==> src/rtl/usb_rx_decoder.sv <==
// usb_rx_decoder: USB receive line decoder.
// Synchronizes D+/D-, recovers bit timing from line transitions, NRZI-decodes
// each bit, detects end-of-packet and flags illegal line activity.
// Optional feature: define USB_RX_UNSTUFF_EN to enable stuffed-bit removal
// (a ones counter that drops the bit after six consecutive 1s and flags a
// stuff error when that bit is a 1). Without it every decoded bit is emitted.
module usb_rx_decoder #(
    parameter int CLKS_PER_BIT = 8
) (
    input  logic clk,
    input  logic n_rst,
    input  logic d_plus,
    input  logic d_minus,
    output logic rx_bit,
    output logic rx_valid,
    output logic rx_active,
    output logic eop,
    output logic rx_error
);

    localparam int CNT_W = $clog2(CLKS_PER_BIT);
    localparam logic [CNT_W-1:0] HALF = CNT_W'(CLKS_PER_BIT / 2);
    localparam logic [CNT_W-1:0] LAST = CNT_W'(CLKS_PER_BIT - 1);

    // Line states as {D+, D-}
    localparam logic [1:0] LS_J   = 2'b10;
    localparam logic [1:0] LS_K   = 2'b01;
    localparam logic [1:0] LS_SE0 = 2'b00;
    localparam logic [1:0] LS_SE1 = 2'b11;

    typedef enum logic [1:0] {S_IDLE, S_ACTIVE, S_SE0, S_ERROR} state_t;

    state_t           state, state_nxt;
    logic             dp_p0, dp_p1, dp_p2;
    logic             dm_p0, dm_p1, dm_p2;
    logic [1:0]       line_p1, line_p2, samp;
    logic             line_edge, strobe, dec_bit;
    logic [CNT_W-1:0] cnt;
    logic             last_dp, last_dp_nxt;
    logic [1:0]       se0_cnt, se0_cnt_nxt;
    logic             err_se0, err_se0_nxt;
    logic             vld_nxt, bit_nxt, eop_nxt, err_nxt;
`ifdef USB_RX_UNSTUFF_EN
    logic [2:0]       ones, ones_nxt;
`endif

    // Two-flop synchronizer plus one delayed copy for edge detection; all idle at J
    always_ff @(posedge clk or negedge n_rst) begin
        if (!n_rst) begin
            dp_p0 <= 1'b1; dp_p1 <= 1'b1; dp_p2 <= 1'b1;
            dm_p0 <= 1'b0; dm_p1 <= 1'b0; dm_p2 <= 1'b0;
        end else begin
            dp_p0 <= d_plus;  dp_p1 <= dp_p0; dp_p2 <= dp_p1;
            dm_p0 <= d_minus; dm_p1 <= dm_p0; dm_p2 <= dm_p1;
        end
    end

    assign line_p1   = {dp_p1, dm_p1};
    assign line_p2   = {dp_p2, dm_p2};
    assign line_edge = (line_p1 != line_p2);
    // The delayed copy is the pre-edge value, so sampling it is correct even
    // when an edge and the sample point coincide.
    assign samp      = line_p2;
    assign strobe    = (state != S_IDLE) && (cnt == HALF);
    assign dec_bit   = (samp[1] == last_dp);

    // Bit timer: resynchronized by every line edge, parked at 0 while idle
    always_ff @(posedge clk or negedge n_rst) begin
        if (!n_rst)                          cnt <= '0;
        else if (state == S_IDLE || line_edge) cnt <= '0;
        else if (cnt == LAST)                cnt <= '0;
        else                                 cnt <= cnt + CNT_W'(1);
    end

    // State register
    always_ff @(posedge clk or negedge n_rst) begin
        if (!n_rst) state <= S_IDLE;
        else        state <= state_nxt;
    end

    // Next-state logic
    always_comb begin
        state_nxt = state;
        case (state)
            S_IDLE: begin
                if (line_edge && line_p1 == LS_K) state_nxt = S_ACTIVE;
            end
            S_ACTIVE: begin
                if (strobe) begin
                    if (samp == LS_SE0)      state_nxt = S_SE0;
                    else if (samp == LS_SE1) state_nxt = S_ERROR;
`ifdef USB_RX_UNSTUFF_EN
                    else if (ones == 3'd6 && dec_bit) state_nxt = S_ERROR;
`endif
                end
            end
            S_SE0: begin
                if (strobe) begin
                    if (samp == LS_SE0)                      state_nxt = S_SE0;
                    else if (samp == LS_J && se0_cnt >= 2'd2) state_nxt = S_IDLE;
                    else                                     state_nxt = S_ERROR;
                end
            end
            S_ERROR: begin
                if (strobe && samp == LS_J && err_se0) state_nxt = S_IDLE;
            end
            default: state_nxt = S_IDLE;
        endcase
    end

    // Output and datapath next values; rx_active decodes the current state
    always_comb begin
        rx_active   = (state == S_ACTIVE) || (state == S_SE0);
        vld_nxt     = 1'b0;
        bit_nxt     = dec_bit;
        eop_nxt     = 1'b0;
        err_nxt     = 1'b0;
        last_dp_nxt = last_dp;
        se0_cnt_nxt = se0_cnt;
        err_se0_nxt = 1'b0;
`ifdef USB_RX_UNSTUFF_EN
        ones_nxt    = ones;
`endif
        case (state)
            S_ACTIVE: begin
                if (strobe) begin
                    if (samp == LS_SE0) begin
                        se0_cnt_nxt = 2'd1;
                    end else if (samp == LS_SE1) begin
                        err_nxt = 1'b1;
                    end else begin
                        last_dp_nxt = samp[1];
`ifdef USB_RX_UNSTUFF_EN
                        if (ones == 3'd6) begin
                            // Stuffed bit: consumed, must be a 0
                            if (dec_bit) err_nxt  = 1'b1;
                            else         ones_nxt = 3'd0;
                        end else begin
                            vld_nxt  = 1'b1;
                            ones_nxt = dec_bit ? ones + 3'd1 : 3'd0;
                        end
`else
                        vld_nxt = 1'b1;
`endif
                    end
                end
            end
            S_SE0: begin
                if (strobe) begin
                    if (samp == LS_SE0) begin
                        if (se0_cnt != 2'd3) se0_cnt_nxt = se0_cnt + 2'd1;
                    end else if (samp == LS_J && se0_cnt >= 2'd2) begin
                        eop_nxt = 1'b1;
                    end else begin
                        err_nxt = 1'b1;
                    end
                end
            end
            S_ERROR: begin
                // Remember whether the latest sample was SE0; J right after it ends recovery
                err_se0_nxt = strobe ? (samp == LS_SE0) : err_se0;
            end
            default: ;
        endcase
        if (state_nxt == S_IDLE) begin
            last_dp_nxt = 1'b1;
`ifdef USB_RX_UNSTUFF_EN
            ones_nxt    = 3'd0;
`endif
        end
    end

    // Registered outputs and decoder context
    always_ff @(posedge clk or negedge n_rst) begin
        if (!n_rst) begin
            rx_valid <= 1'b0;
            rx_bit   <= 1'b0;
            eop      <= 1'b0;
            rx_error <= 1'b0;
            last_dp  <= 1'b1;
            se0_cnt  <= 2'd0;
            err_se0  <= 1'b0;
`ifdef USB_RX_UNSTUFF_EN
            ones     <= 3'd0;
`endif
        end else begin
            rx_valid <= vld_nxt;
            rx_bit   <= vld_nxt & bit_nxt;
            eop      <= eop_nxt;
            rx_error <= err_nxt;
            last_dp  <= last_dp_nxt;
            se0_cnt  <= se0_cnt_nxt;
            err_se0  <= err_se0_nxt;
`ifdef USB_RX_UNSTUFF_EN
            ones     <= ones_nxt;
`endif
        end
    end

endmodule

==> config.mk <==
export PLATFORM = sky130hd
export DESIGN_NAME = usb_rx_decoder
export DESIGN_NICKNAME = d
export VERILOG_FILES = /design/src/rtl/usb_rx_decoder.sv
export SDC_FILE = /design/constraint.sdc
export NUM_CORES = 1
export LEC_CHECK = 0
export CAP_MARGIN = 25
export CORE_MARGIN = 8
export CORE_UTILIZATION = 45
export DETAILED_ROUTE_END_ITERATION = 10
export PLACE_DENSITY = 0.73
export SYNTH_ARGS = -nofsm -noshare
export SYNTH_HDL_FRONTEND = slang
export SYNTH_SLANG_ARGS = --single-unit
==> constraint.sdc <==
create_clock -name clk -period 1.95 [get_ports clk]
set_input_delay 0.39 -clock clk [delete_from_list [all_inputs] [get_ports clk]]
set_output_delay 0.39 -clock clk [all_outputs]
set_load 0.01 [all_outputs]
==> run metrics, run 1 <==
I/O pins=9; initial antenna violation count=0; final WL=1.726 mm; number of flops mapped to enable cells by yosys=0; outcome=finished clean; syn_nets=112; Tcrit/Tclk final=92.27%; RePlAce Congestion=0.8258; Slew headroom=67.86%; Clk pwr share=23.3%; largest reg by FF count=cnt; Yosys cell types=34; n_diodes=0; share of post-route cells with drive strength above 1=16.51%; cell area after synthesis=0.001042 sq mm; fmax=555.8 MHz; sequential-to-total area share from yosys stat=a little under half; Die Y=about 64 um; Slew Limit Fails=0; worst-margin pin slew=approximately 0.48 ns; Crit. End Element=register; Switching Fraction=31.29%; clk_skew=0.004524 ns; Max-Cap Viols=0; final-report hold violation count=0; net count reported at finish=approximately 130; Synth Area per Inst=approximately 11 sq um; Die Area=a little over 0.004 sq mm; Post-Place Cells=132; Startpoint Class=register; clock sinks=19; min cycle time layout=1.799 ns; first-pass GRT wire length=~3 mm; CTS tree=yes; Pre-antenna DRT Iters=4; peak supply drop=0.5919 mV; CP required=2.20 ns; LEAKAGE=0.5399 nW; Psw=about 270 uW; met2 WL post-DR=slightly below 800 um; vias per cell=5.095; GRT Util Overall=9.166%; Met3 Routed Length=111 um; Max H-tree Level=1; Finished Layout Cells=137; CTS root buf=clkbuf_4; ys flop type=dfrtp_1; P&R area growth vs syn=14.89%; Starting DRT DRC Count=10; critical path arrival=2.05 ns; Finish-stage setup viols=0; unrepaired setup endpoints after global routing=no; CTS clk-pin slew, worst paths=roughly 0.11 ns; row count=17; remaining antenna violation count=0; Inserted Clock Buffers=3; Largest register FFs=3; CP Class=reg2reg; Top Registers=cnt: 3 flops, se0_cnt: 2 flops, state: 2 flops; number of port buffers=8; Die W=64.13 um; share of total power in sequential cells=a little under 50%; worst min-delay path class=reg2reg; clk buf depth=2; ys async rst share=100.0%; cell count after synthesis=95; synthesized flop and latch total=19; setup_tns=0 ns; top layer in use=met3; total core area=0.002212 sq mm; largest net degree at the start of global routing=13; Comb pwr share=approximately 27%; DRC errors left=0; pwr/cell area=between 700 and 800 mW/mm^2; HPWL after DPL=1.426 mm; Clk Latency, worst-skew pair=0.30 ns; Ys Warns=0; CP max FO=7; vias in the first global route=700; CTS Hold Bufs=0; global route total overflow=0; WL met1=824 um; starting density of the core=47.12%; Int Power=603.3 uW; vias=698; drt wl/cell=12.60 um
[through the flow]
stage | total power [mW] | util [%] | area (sq um) | hold WS [ns] | setup WS [ns]
after floorplan | 0.6005 | - | 1042 | 0.09441 | 0.3374
after global placement | 0.6665 | 52.49 | 1161 | 0.3367 | 0.1809
after detailed placement | 0.6730 | 52.49 | 1161 | 0.3387 | 0.1296
after CTS | 0.8927 | 54.13 | 1197 | 0.3645 | 0.1635
after global routing | 0.9394 | 54.13 | 1197 | 0.3676 | 0.007838
final | 0.8781 | 54.13 | 1197 | 0.3619 | 0.1508
[synth_stat cells (2+ instances only)]
cell type	n	area, sq um
dfstp_2	4	105.1
nor3b_1	2	15.01
a21oi_1	5	25.02
nand2_1	5	18.77
nand3b_1	2	15.01
xor2_1	2	17.52
inv_1	8	30.03
and2_1	3	18.77
ha_1	13	162.7
nor3_1	3	15.01
o21ai_0	5	25.02
nand3_1	2	10.01
dfrtp_1	15	375.4
nor2_1	6	22.52
[worst paths after layout]
path / startpoint / end / slack, ns / cells past startpoint
max reg2reg: state[0]$_DFF_PN0_ / last_dp$_DFFE_PN1P_ / 0.15 / 7
max in group asynchronous: n_rst / err_se0$_DFFE_PN0P_ / 1.05 / 2
max: state[0]$_DFF_PN0_ / last_dp$_DFFE_PN1P_ / 0.15 / 7
min reg2reg: dm_p0$_DFF_PN0_ / dm_p1$_DFF_PN0_ / 0.36 / 0
min in group asynchronous: n_rst / dm_p2$_DFF_PN0_ / 0.40 / 1
min: dm_p0$_DFF_PN0_ / dm_p1$_DFF_PN0_ / 0.36 / 0
[cells by family after synthesis]
kind of cell,Yosys count,share of synthesized area [%]
adder cells (fa/ha/maj),13,15.61
AND/OR/NAND/NOR,31,18.01
multiplexers,1,0.9604
flip-flops,19,46.10
XOR/XNOR,3,2.521
AO/OA/AOI/OAI,19,12.85
buffers and inverters,9,3.962
[power by group through the flow]
stage	clock (mW)	combinational [mW]	sequential (mW)
after global routing	0.230	0.271	0.438
after global placement	0	0.222	0.445
after CTS	0.219	0.240	0.434
final	0.204	0.240	0.434
after detailed placement	0	0.226	0.447
after floorplan	0	0.158	0.443
[layout make-up]
type	instances	area (sq um)
Sequential cell	19	480.5
Tap cell	28	35.03
Fill cell	201	1015
Multi-Input combinational cell	67	520.5
Inverter	8	30.03
Clock buffer	3	22.52
Timing Repair Buffer	11	101.3
Clock inverter	1	7.507
[what timing repair did]
item                                    CTS  global route
gates resized for setup                   1             0
buffers inserted                          1             0
endpoints found under the setup margin    1             0
[routing by layer]
metal | vias to the layer above | track usage (%)
met3 | 0 | 4.355
li1 | 356 | -
met5 | - | 0
met2 | 15 | 13.80
met1 | 327 | 11.83
met4 | 0 | 1.635
[worst max-delay path: stages, from the launching register on]
cell	delay (ns)
dfrtp_1	0.36
inv_1	0.08
ha_1	0.27
and3b_1	0.42
nand2_1	0.11
a21oi_1	0.22
a31oi_2	0.15
o21ai_2	0.12
[layout by cell type, fill, tap and decap left out, drive strengths merged, types with 4 or more instances in the layout]
master         count
a21oi              5
inv                8
nor2               6
o21ai              6
clkdlybuf4s50      7
dfstp              4
nand2              6
ha                13
dfrtp             15
Power figures use the tool's default switching activity.
==> inputs of run 2 (changes only) <==
ABC_AREA = 0   (was default)
SKIP_LAST_GASP = 1   (was default)
==> results of run 2 <==
No change in the layout: final DEF, timing and power equal those of run 1.
